File: config.mk
export PLATFORM = sky130hd
export DESIGN_NAME = reg_wr_arbiter
export DESIGN_NICKNAME = d
export VERILOG_FILES = /design/src/rtl/reg_wr_arbiter.sv
export SDC_FILE = /design/constraint.sdc
export NUM_CORES = 1
export LEC_CHECK = 0
export CAP_MARGIN = 20
export CORE_MARGIN = 2
export CORE_UTILIZATION = 32
export CTS_BUF_LIST = sky130_fd_sc_hd__clkbuf_4
export DETAILED_ROUTE_END_ITERATION = 16
export GPL_TIMING_DRIVEN = 0
export PLACE_DENSITY = 0.75
export SYNTH_ARGS = -nofsm -noshare
export SYNTH_HDL_FRONTEND = slang
export SYNTH_SLANG_ARGS = --single-unit
File: constraint.sdc
create_clock -name clk -period 2.75 [get_ports clk]
set_input_delay 0.55 -clock clk [delete_from_list [all_inputs] [get_ports clk]]
set_output_delay 0.55 -clock clk [all_outputs]
set_load 0.02 [all_outputs]
File: src/rtl/reg_wr_arbiter.sv
// Round-robin arbiter sharing the register-file write port between the ALU (0),
// LSU (1) and MULDIV (2) writeback outputs. At most one request is granted per
// cycle; the winning write is presented on registered rf_wr_* outputs one cycle
// later. Writes to x0 complete their handshake but issue no register-file write.
module reg_wr_arbiter #(
  parameter int unsigned num_req       = 3,
  parameter int unsigned data_width    = 32,
  parameter int unsigned reg_sel_width = 5
) (
  input  logic                             clk,
  input  logic                             rst,
  input  logic [num_req-1:0]               req_valid,
  input  logic [num_req*reg_sel_width-1:0] req_sel,
  input  logic [num_req*data_width-1:0]    req_data,
  output logic [num_req-1:0]               req_ready,
  output logic                             rf_wr_req,
  output logic [reg_sel_width-1:0]         rf_wr_sel,
  output logic [data_width-1:0]            rf_wr_data,
  output logic [$clog2(num_req)-1:0]       grant_id
);

  localparam int unsigned ptr_width = $clog2(num_req);

  typedef logic [ptr_width-1:0] ptr_t;

  ptr_t                     rr_ptr_q, rr_ptr_d;
  ptr_t                     win_idx;
  logic                     win_valid;
  logic [reg_sel_width-1:0] win_sel;
  logic [data_width-1:0]    win_data;

  // Scan requesters starting at rr_ptr and pick the first valid one.
  always_comb begin
    int unsigned idx;
    win_valid = 1'b0;
    win_idx   = '0;
    idx       = 0;
    for (int unsigned k = 0; k < num_req; k++) begin
      idx = 32'(rr_ptr_q) + k;
      if (idx >= num_req) idx = idx - num_req;
      if (!win_valid && req_valid[idx]) begin
        win_valid = 1'b1;
        win_idx   = ptr_t'(idx);
      end
    end
  end

  // One-hot grant; depends only on req_valid and rr_ptr.
  always_comb begin
    req_ready = '0;
    for (int unsigned i = 0; i < num_req; i++) begin
      req_ready[i] = win_valid && (win_idx == ptr_t'(i));
    end
  end

  // Select the winner's destination and data; only feeds the output registers.
  always_comb begin
    win_sel  = '0;
    win_data = '0;
    for (int unsigned i = 0; i < num_req; i++) begin
      if (req_ready[i]) begin
        win_sel  = req_sel[i*reg_sel_width +: reg_sel_width];
        win_data = req_data[i*data_width +: data_width];
      end
    end
  end

  // Advance priority to the requester just after the winner, wrapping to 0.
  always_comb begin
    rr_ptr_d = rr_ptr_q;
    if (win_valid) begin
      rr_ptr_d = (win_idx == ptr_t'(num_req - 1)) ? '0 : win_idx + ptr_t'(1);
    end
  end

  // Write-port and pointer registers; idle cycles hold everything but rf_wr_req.
  always_ff @(posedge clk or posedge rst) begin
    if (rst) begin
      rr_ptr_q   <= '0;
      rf_wr_req  <= 1'b0;
      rf_wr_sel  <= '0;
      rf_wr_data <= '0;
      grant_id   <= '0;
    end else begin
      rr_ptr_q  <= rr_ptr_d;
      // x0 writes are consumed but never reach the register file.
      rf_wr_req <= win_valid && (win_sel != '0);
      if (win_valid) begin
        rf_wr_sel  <= win_sel;
        rf_wr_data <= win_data;
        grant_id   <= win_idx;
      end
    end
  end

endmodule
# Yosys cells after proc, flatten, opt, wreduce, memory -nomap -nowiden
# Index checks and enable logic that the tools add are counted.
# W data, S select, Z words.
# totals
ff_bits	42
output_inout_bits	43
# op_classes
n_reduce_logical	10
magnitude_cmp	6
muxes	22
n_eq_ne	2
n_addsub	6
# op_table
op	count
$mux W32	6
$lt A32 B3 Y1 const B	3
$mux W5	3
$mux W2	4
$sub A3 B2 Y4 const B	2
$bmux W1 S2	3
$ge A3 B2 Y1 const B	2
$logic_and A1 B1 Y1	6
$mux W1	6
$reduce_bool A5 Y1	1
$add A2 B1 Y3 const B	1
$add A2 B2 Y3 const B	1
$sub A2 B2 Y3 const B	1
$add A2 B1 Y2 const B	1
$eq A2 B1 Y1 const B	1
$eq A2 B2 Y1 const B	1
$ge A2 B2 Y1 const B	1
$logic_not A1 Y1	2
$logic_not A2 Y1	1

# Depth between registers and ports, before layout
# Gate-level depths: netlist (run 1).
# logic_depth
depth_word	18
ltp_mapped	12

# Least setup slack after synthesis (run 1)
# Ideal clock, no wire load.
# synth_timing
path_kind	register -> register
start	register rr_ptr_q[0]
end	register rf_wr_req
setup_time_ns	0.139
n_path_buf	1
stages_incl_launch_ff	10
t_required_ns	2.611
period_less_slack_ns	2.551
slack_ns	0.199
t_arrival_ns	2.412
path_cell_list	dfrtp_1 -> inv_1 -> ha_1 -> buf_6 -> nor4b_1 -> o311ai_1 -> inv_2 -> a221oi_2 -> o221ai_1 -> or4_1
# synth_rtl
item	line_no	source
start, declared	26	ptr_t rr_ptr_q, rr_ptr_d;
start signal, assigned	85	rr_ptr_q <= rr_ptr_d;
parallel branches: the longest is 12 deep, another holds $sub A3 B2 Y4	-	
$logic_and A1 B1 Y1 *	52	req_ready[i] = win_valid && (win_idx == ptr_t'(i));
via req_ready[2]	15	output logic [num_req-1:0] req_ready,
$mux W5 *	61	if (req_ready[i]) begin
$reduce_bool A5 Y1 *	87	rf_wr_req <= win_valid && (win_sel != '0);
$logic_and A1 B1 Y1 *	87	
end signal, assigned	87	
end, declared	16	output logic rf_wr_req,
# Mark *: on every way through the listed nets, which the timed path passes. The select of a mux whose other input is x is not followed.
# A chain may end at the register's enable or synchronous reset.

# Final worst setup path (run 1)
# layout_timing
start	register rr_ptr_q[0]
end	output port req_ready[0]
# layout_between
elab_chain_cells	13
# layout_rtl
item	line_no
parallel branches: the longest is 12 deep, another holds $sub A3 B2 Y4	-
$logic_and A1 B1 Y1 *	52
end, declared	15
# Every way passes the cells marked *. The select of a mux whose other input is x is not followed.

==> impl_results.md, run 1 <==
* Place WS at -0.8534 ns
* CTS Sinks at 42
* Routed Antenna Nets at 0
* Critical path arrival at 2.11 ns
* Vias in the first global route at 2561
* Max-slew violations at 0
* Die Span Y at 87.24 um
* Outcome: finished clean
* Reg2Reg Depth at 10
* Maximum root-to-sink buffer count at 2
* Largest net degree at the start of global routing at 42
* Critical Path End Type: output pin
* Setup ws final at 0.08509 ns
* Clock H-tree levels at 2
* Post-synth ARST share at 100.0%
* Grt total ovfl at 0
* Worst-margin pin slew at 0.6340 ns
* Mean post-synth cell area at 8.798 um^2
* Leakage at 0.001692 uW
* CP max-delay cell: dfrtp_1
* Post-Synth Adder-Cell Area at 1.693%
* Critical Path Max Stage Delay at 0.42 ns
* Routability cong. at 0.7681
* Tot GR Track Use at 20.48%
* DP Wirelength at 5833 um
* Critical path type: register to output pin
* Core Box Area at 6756 um^2
* Root buffer cell: clkbuf_4
* Initial antenna violation count at 0
* Yosys cell types at 31
* Most frequent cells after synthesis: 46 x nand2_1, 42 x dfrtp_1, 39 x o22ai_1
* TritonCTS clock tree: done
* Mapped Area at 2217 um^2
* Top cell type's share of synthesized area at 47.40%
* Die width at 87.24 um
* Clk Latency, worst-skew pair at 0.35 ns
* Stages on the worst setup path at 8
* Via density per instance at 5.147
* DR WL/cell at 15.45 um
* Fraction of layout cells with a size suffix above 1 at 11.16%
* Post-synth EDFFs at 0
* Top_reg_cell synth: dfrtp_1
* Crit-path cells: inv_2 > ha_4 > a22o_1 > a211oi_2 > a31oi_4 > o21a_4 > and2_4 > buf_6
* CP required at 2.20 ns
* Cts bufs inserted at 5
* Synth Area in Simple Gates at 15.63%
* Period utilization at 96.91%
* CP Max Fanout at 7
* Starting density of the core at 32.81%
* Synth warnings at 0
* WL final at 7877 um
* Crit path max-delay family: compound AO/OA/AOI/OAI gates
* First-pass GRT wire length at 12180 um
* Post-synthesis sequential area ratio at 47.40%
* Row count at 30
* Via count at 2625
* Fin nets at 548
* ANT cells at 0
* Top-count cell post-synth: nand2_1
* Mux cell area share after synthesis at 0%
* Post-synthesis compound-gate area fraction at 30.30%
* PortBufs at 158
* Post-route non-filler standard cell count at 510
* Power Total at 4975 uW
* Io pins at 159
* Cells after Synth at 252
* R2r setup slk at 0.11 ns
* Area delta synth->final at 87.81%
* Min cycle time layout at 2.665 ns
* Fin. Hold Viols at 0
* Synthesized net count at 371
* Final Skew at 0.01211 ns
* Leading post-synthesis cells by cell area: dfrtp_1 47%, o22ai_1 11%, o31ai_1 11%, nand2_1 7.8%, nor2_1 5.8%
* Hold Crit Class: input port to async pin
* Flops & latches, synth at 42
* Worst-path clk slew at 0.13 ns
* Iter 0 DRT Violations at 79
* Max Fclk at 375.2 MHz
* Worst vdd ir at 0.5290 mV
* Largest family of logic cells by synthesized area: compound AO/OA/AOI/OAI gates
* PwrDens at 1195 nW/um^2
* MaxCap Viol Count at 0
* DIE AREA at 7610 um^2
* Setup_tns at 0 ns
* RSZ-0062 raised after global routing: false
* CP Launch Type: register
* Area leader, netlist: dfrtp_1
* Max-slew headroom at 57.58%
* # setup viols final at 0
* Buf+Inv Stages, Crit Path at 2
* Hold slack at 0.3549 ns
* XOR/XNOR Fraction of Synth Area at 0%
* DRT Pass-1 Iters at 7
* DRC viols at 0
* Placed cell count at 491
## registers in the layout (all words and copies together), names as in the netlist
register,flops
grant_id,2
rf_wr_data,32
rf_wr_req,1
rf_wr_sel,5
rr_ptr_q,2
## cells in the final DEF (no fill, tap or decap), types with 2 or more instances in the layout
cell and instances:
a21o_1 4, a21oi_1 5, buf_2 4, buf_4 13
buf_6 2, clkbuf_1 10, clkbuf_4 6, clkdlybuf4s50_1 152
dfrtp_1 42, dlymetal6s2s_1 3, ha_2 2, inv_1 3
inv_2 2, inv_4 2, nand2_1 46, nand2b_1 3
nor2_1 34, o22ai_1 39, o31ai_1 32
## stage by stage
step           area [um^2]  utilization [%]
5_1_grt               4164            61.63
6_report              4164            61.63
3_5_place_dp          3919            58.00
2_1_floorplan         2217                -
3_3_place_gp          3899            57.70
4_1_cts               4091            60.56
## kinds of logic after synthesis
group | after synthesis
fa+ha+maj | 3
simple gates | 87
compound gates | 94
flops | 42
buf+inv | 26
## worst register-to-register path: stages (launching register included)
cell	delay, ns
dfrtp_1	0.42
inv_2	0.08
ha_4	0.22
a22o_1	0.19
a211oi_2	0.26
a31oi_4	0.08
o21a_4	0.24
buf_4	0.15
a221oi_4	0.24
o221ai_1	0.14
or4_1	0.52
## path summary, 6_finish.rpt
kind                                  end            from
setup / recovery             req_ready[0]     rr_ptr_q[0]
hold / removal              rf_wr_data[9]             rst
setup reg to reg                rf_wr_req     rr_ptr_q[0]
hold reg to reg            rf_wr_data[24]  rf_wr_data[24]
max in group asynchronous  rf_wr_data[12]             rst
min in group clk           rf_wr_data[24]  rf_wr_data[24]
## cell type report
type | count | area, um^2
multi-input cells | 184 | 1141
clock inverters | 3 | 16.27
clock buffers | 5 | 37.54
inverters | 7 | 31.28
well taps | 80 | 100.1
plain buffers | 18 | 87.58
fillers | 601 | 2592
repair buffers | 171 | 1699
flip-flops and latches | 42 | 1051
## per-layer routing
| metal | vias up | routed length, um | track usage (%) |
|---|---|---|---|
| li1 | 1275 | - | - |
| met1 | 1251 | 3179 | 24.28 |
| met2 | 89 | 4111 | 36.64 |
| met3 | 10 | 472 | 5.592 |
| met4 | 0 | 113 | 5.035 |
| met5 | - | 0 | 0 |
## repair_timing
action,in CTS,in global routing
resized for setup,25,19
hold endpoints to repair,0,0
hold buffers,0,0
setup endpoints to repair,41,36
pin swaps,6,5
buffers inserted,10,2
## power by group
group	total, uW	internal, uW	switching (uW)
logic	3540	1640	1900
clock network	307	95.4	212
registers	1130	965	166
(Power assumes the default switching activity.)
==> run 2, diff against run 1 <==
--- a/config.mk
+++ b/config.mk
@@ -6,11 +6,13 @@
 export NUM_CORES = 1
 export LEC_CHECK = 0
 export CAP_MARGIN = 20
+export CORE_ASPECT_RATIO = 0.8
 export CORE_MARGIN = 2
 export CORE_UTILIZATION = 32
 export CTS_BUF_LIST = sky130_fd_sc_hd__clkbuf_4
 export DETAILED_ROUTE_END_ITERATION = 16
 export GPL_TIMING_DRIVEN = 0
+export HOLD_SLACK_MARGIN = 0.1
 export PLACE_DENSITY = 0.75
 export SYNTH_ARGS = -nofsm -noshare
 export SYNTH_HDL_FRONTEND = slang
==> impl_results.md, run 2 (synthesis gave the netlist of run 1 again) <==
* Outcome: complete, but fails checks (was finished clean)
* Failing checks: negative setup slack
* Iter 0 DRT Violations at 44 (was 79)
* RSZ-0062 raised after global routing: true (was false)
* Fill cells at 587 (was 601)
* Placed cell area at 3928 um^2 (was 3919 um^2)
* Routed Antenna Nets at 0 (unchanged)
* DIE AREA at 7614 um^2 (was 7610 um^2)
* Area delta synth->final at 91.59% (was 87.81%)
* Die Span Y at 78.45 um (was 87.24 um)
* DR WL/cell at 16.14 um (was 15.45 um)
* Period utilization at 101.0% (was 96.91%)
* Core Box Area at 6790 um^2 (was 6756 um^2)
* Grt total ovfl at 0 (unchanged)
* Fin. Hold Viols at 0 (unchanged)
* Leakage at 0.001716 uW (was 0.001692 uW)
* Die width at 97.06 um (was 87.24 um)
* Largest net degree at the start of global routing at 31 (was 42)
* DRC viols at 0 (unchanged)
* TritonCTS clock tree: done (unchanged)
* Commonest non-fill, non-tap cell in the layout: clkdlybuf4s50_1 (unchanged)
* Final Skew at 0.01711 ns (was 0.01211 ns)
* WL final at 8376 um (was 7877 um)
* Critical path arrival at 2.23 ns (was 2.11 ns)
* Max-slew violations at 0 (unchanged)
* First-pass GRT wire length at 13460 um (was 12180 um)
* Hold-fix buffers, CTS at 0 (unchanged)
* Fin nets at 550 (was 548)
* PwrDens at 1224 nW/um^2 (was 1195 nW/um^2)
* Tot GR Track Use at 21.63% (was 20.48%)
* PortBufs at 158 (unchanged)
* Critical Path End Type: output pin (unchanged)
* CTS Sinks at 42 (unchanged)
* Final core utilization at 62.56% (was 61.63%)
* Vias in the first global route at 2778 (was 2561)
* Max Fclk at 359.9 MHz (was 375.2 MHz)
* Max reg flops at 32 (unchanged)
* CP Launch Type: register (unchanged)
* Clock H-tree levels at 2 (unchanged)
* Root buffer cell: clkbuf_4 (unchanged)
* DRT Pass-1 Iters at 4 (was 7)
* MaxCap Viol Count at 0 (unchanged)
* CP Max Fanout at 5 (was 7)
* Placed cell count at 498 (was 491)
* Via density per instance at 5.125 (was 5.147)
* Post-route non-filler standard cell count at 519 (was 510)
* Worst-path clk slew at 0.14 ns (was 0.13 ns)
* Max-slew headroom at 66.60% (was 57.58%)
* Fraction of layout cells with a size suffix above 1 at 14.12% (was 11.16%)
* Worst vdd ir at 0.6034 mV (was 0.5290 mV)
* ANT cells at 0 (unchanged)
* Cts bufs inserted at 5 (unchanged)
* CP required at 2.20 ns (about the same)
* Clk Latency, worst-skew pair at 0.35 ns (about the same)
* DP Wirelength at 6093 um (was 5833 um)
* Row count at 27 (was 30)
* Io pins at 159 (unchanged)
* Power Total at 5199 uW (was 4975 uW)
* Place WS at -0.9365 ns (was -0.8534 ns)
* Worst-margin pin slew at 0.5005 ns (was 0.6340 ns)
* Setup ws final at -0.02877 ns (was 0.08509 ns)
* Most frequent cells in the layout: 153 x clkdlybuf4s50_1, 45 x nand2_1, 42 x dfrtp_1, 37 x o22ai_1, 33 x nor2_1 (was 152 x clkdlybuf4s50_1, 46 x nand2_1, 42 x dfrtp_1, 39 x o22ai_1, 34 x nor2_1)
* Largest registers: rf_wr_data: 32 flops, rf_wr_sel: 5 flops (unchanged)
* Largest reg by FF count: rf_wr_data (unchanged)
* # setup viols final at 2 (was 0)
* Starting density of the core at 32.65% (was 32.81%)
* Min cycle time layout at 2.779 ns (was 2.665 ns)
* Via count at 2660 (was 2625)
* Critical path type: register to output pin (unchanged)
* Initial antenna violation count at 0 (unchanged)
* Post-route cell area at 4248 um^2 (was 4164 um^2)
* Maximum root-to-sink buffer count at 2 (unchanged)
* Routability cong. at 0.7940 (was 0.7681)
* Hold Crit Class: input port to async pin (unchanged)
## run 2: changes by cell type in the layout (fill, tap and decap cells not counted), sizes merged
| cell | delta |
|---|---|
| clkdlybuf4s50 | +1 |
| buf | +1 |
| clkbuf | +1 |
| dlymetal6s2s | -1 |
## run 2: per-stage QoR
| stage | hold WS, ns | TNS (ns) |
|---|---|---|
| floorplan | 0.4787 | 0 |
| global placement | 0.4594 | -16.67 |
| detailed placement | 0.4654 | -18.43 |
| CTS | 0.4644 | -0.5770 |
| global route | 0.4968 | -0.4706 |
| finish | 0.4726 | -0.04249 |
## run 2: critical path: stages, from the launching register on
cell and delay [ns]:
dfrtp_1 0.43, inv_2 0.09, ha_4 0.22, a22o_1 0.20, a211oi_2 0.30, a31oi_4 0.08, o31a_4 0.40, inv_4 0.07
buf_6 0.11
## run 2: worst paths after layout
| kind | from | end | slack, ns | depth (start not counted) |
|---|---|---|---|---|
| min reg2reg | rf_wr_data[17] | rf_wr_data[17] | 0.49 | 2 |
| max in group asynchronous | rst | rf_wr_data[23] | 1.82 | 3 |
| min | rst | rf_wr_sel[2] | 0.47 | 2 |
| max | rr_ptr_q[0] | req_ready[1] | -0.03 | 8 |
| max reg2reg | rr_ptr_q[0] | rf_wr_req | 0.09 | 10 |
| min in group clk | rf_wr_data[17] | rf_wr_data[17] | 0.49 | 2 |
## run 2: area by class of cell
| type | count | area [um^2] | share of cell area (%) |
|---|---|---|---|
| Multi-Input combinational cell | 184 | 1165 | 27.42 |
| Tap cell | 87 | 108.9 | 2.563 |
| Inverter | 7 | 31.28 | 0.7364 |
| Buffer | 18 | 105.1 | 2.474 |
| Sequential cell | 42 | 1051 | 24.74 |
| Clock buffer | 5 | 37.54 | 0.8837 |
| Timing Repair Buffer | 173 | 1728 | 40.68 |
| Clock inverter | 3 | 21.27 | 0.5007 |
## run 2: timing repair
item	4_1_cts	5_1_grt
endpoints found under the setup margin	45	45
pin swaps	11	6
resized for setup	35	25
buffers inserted	11	3
## run 2: power by group
| group | switching, uW | internal [uW] | leakage [uW] |
|---|---|---|---|
| sequential | 165 | 965 | 0.000491 |
| combinational | 2000 | 1760 | 0.00119 |
| clock | 216 | 99.8 | 0.0000312 |
## run 2: layer usage
layer / routed length (um) / GRT usage [%] / vias to the layer above
li1: - / - / 1289
met1: 3550 / 26.81 / 1240
met2: 4091 / 37.64 / 119
met3: 621 / 6.144 / 12
met4: 112 / 4.930 / 0
met5: 0 / 0 / -
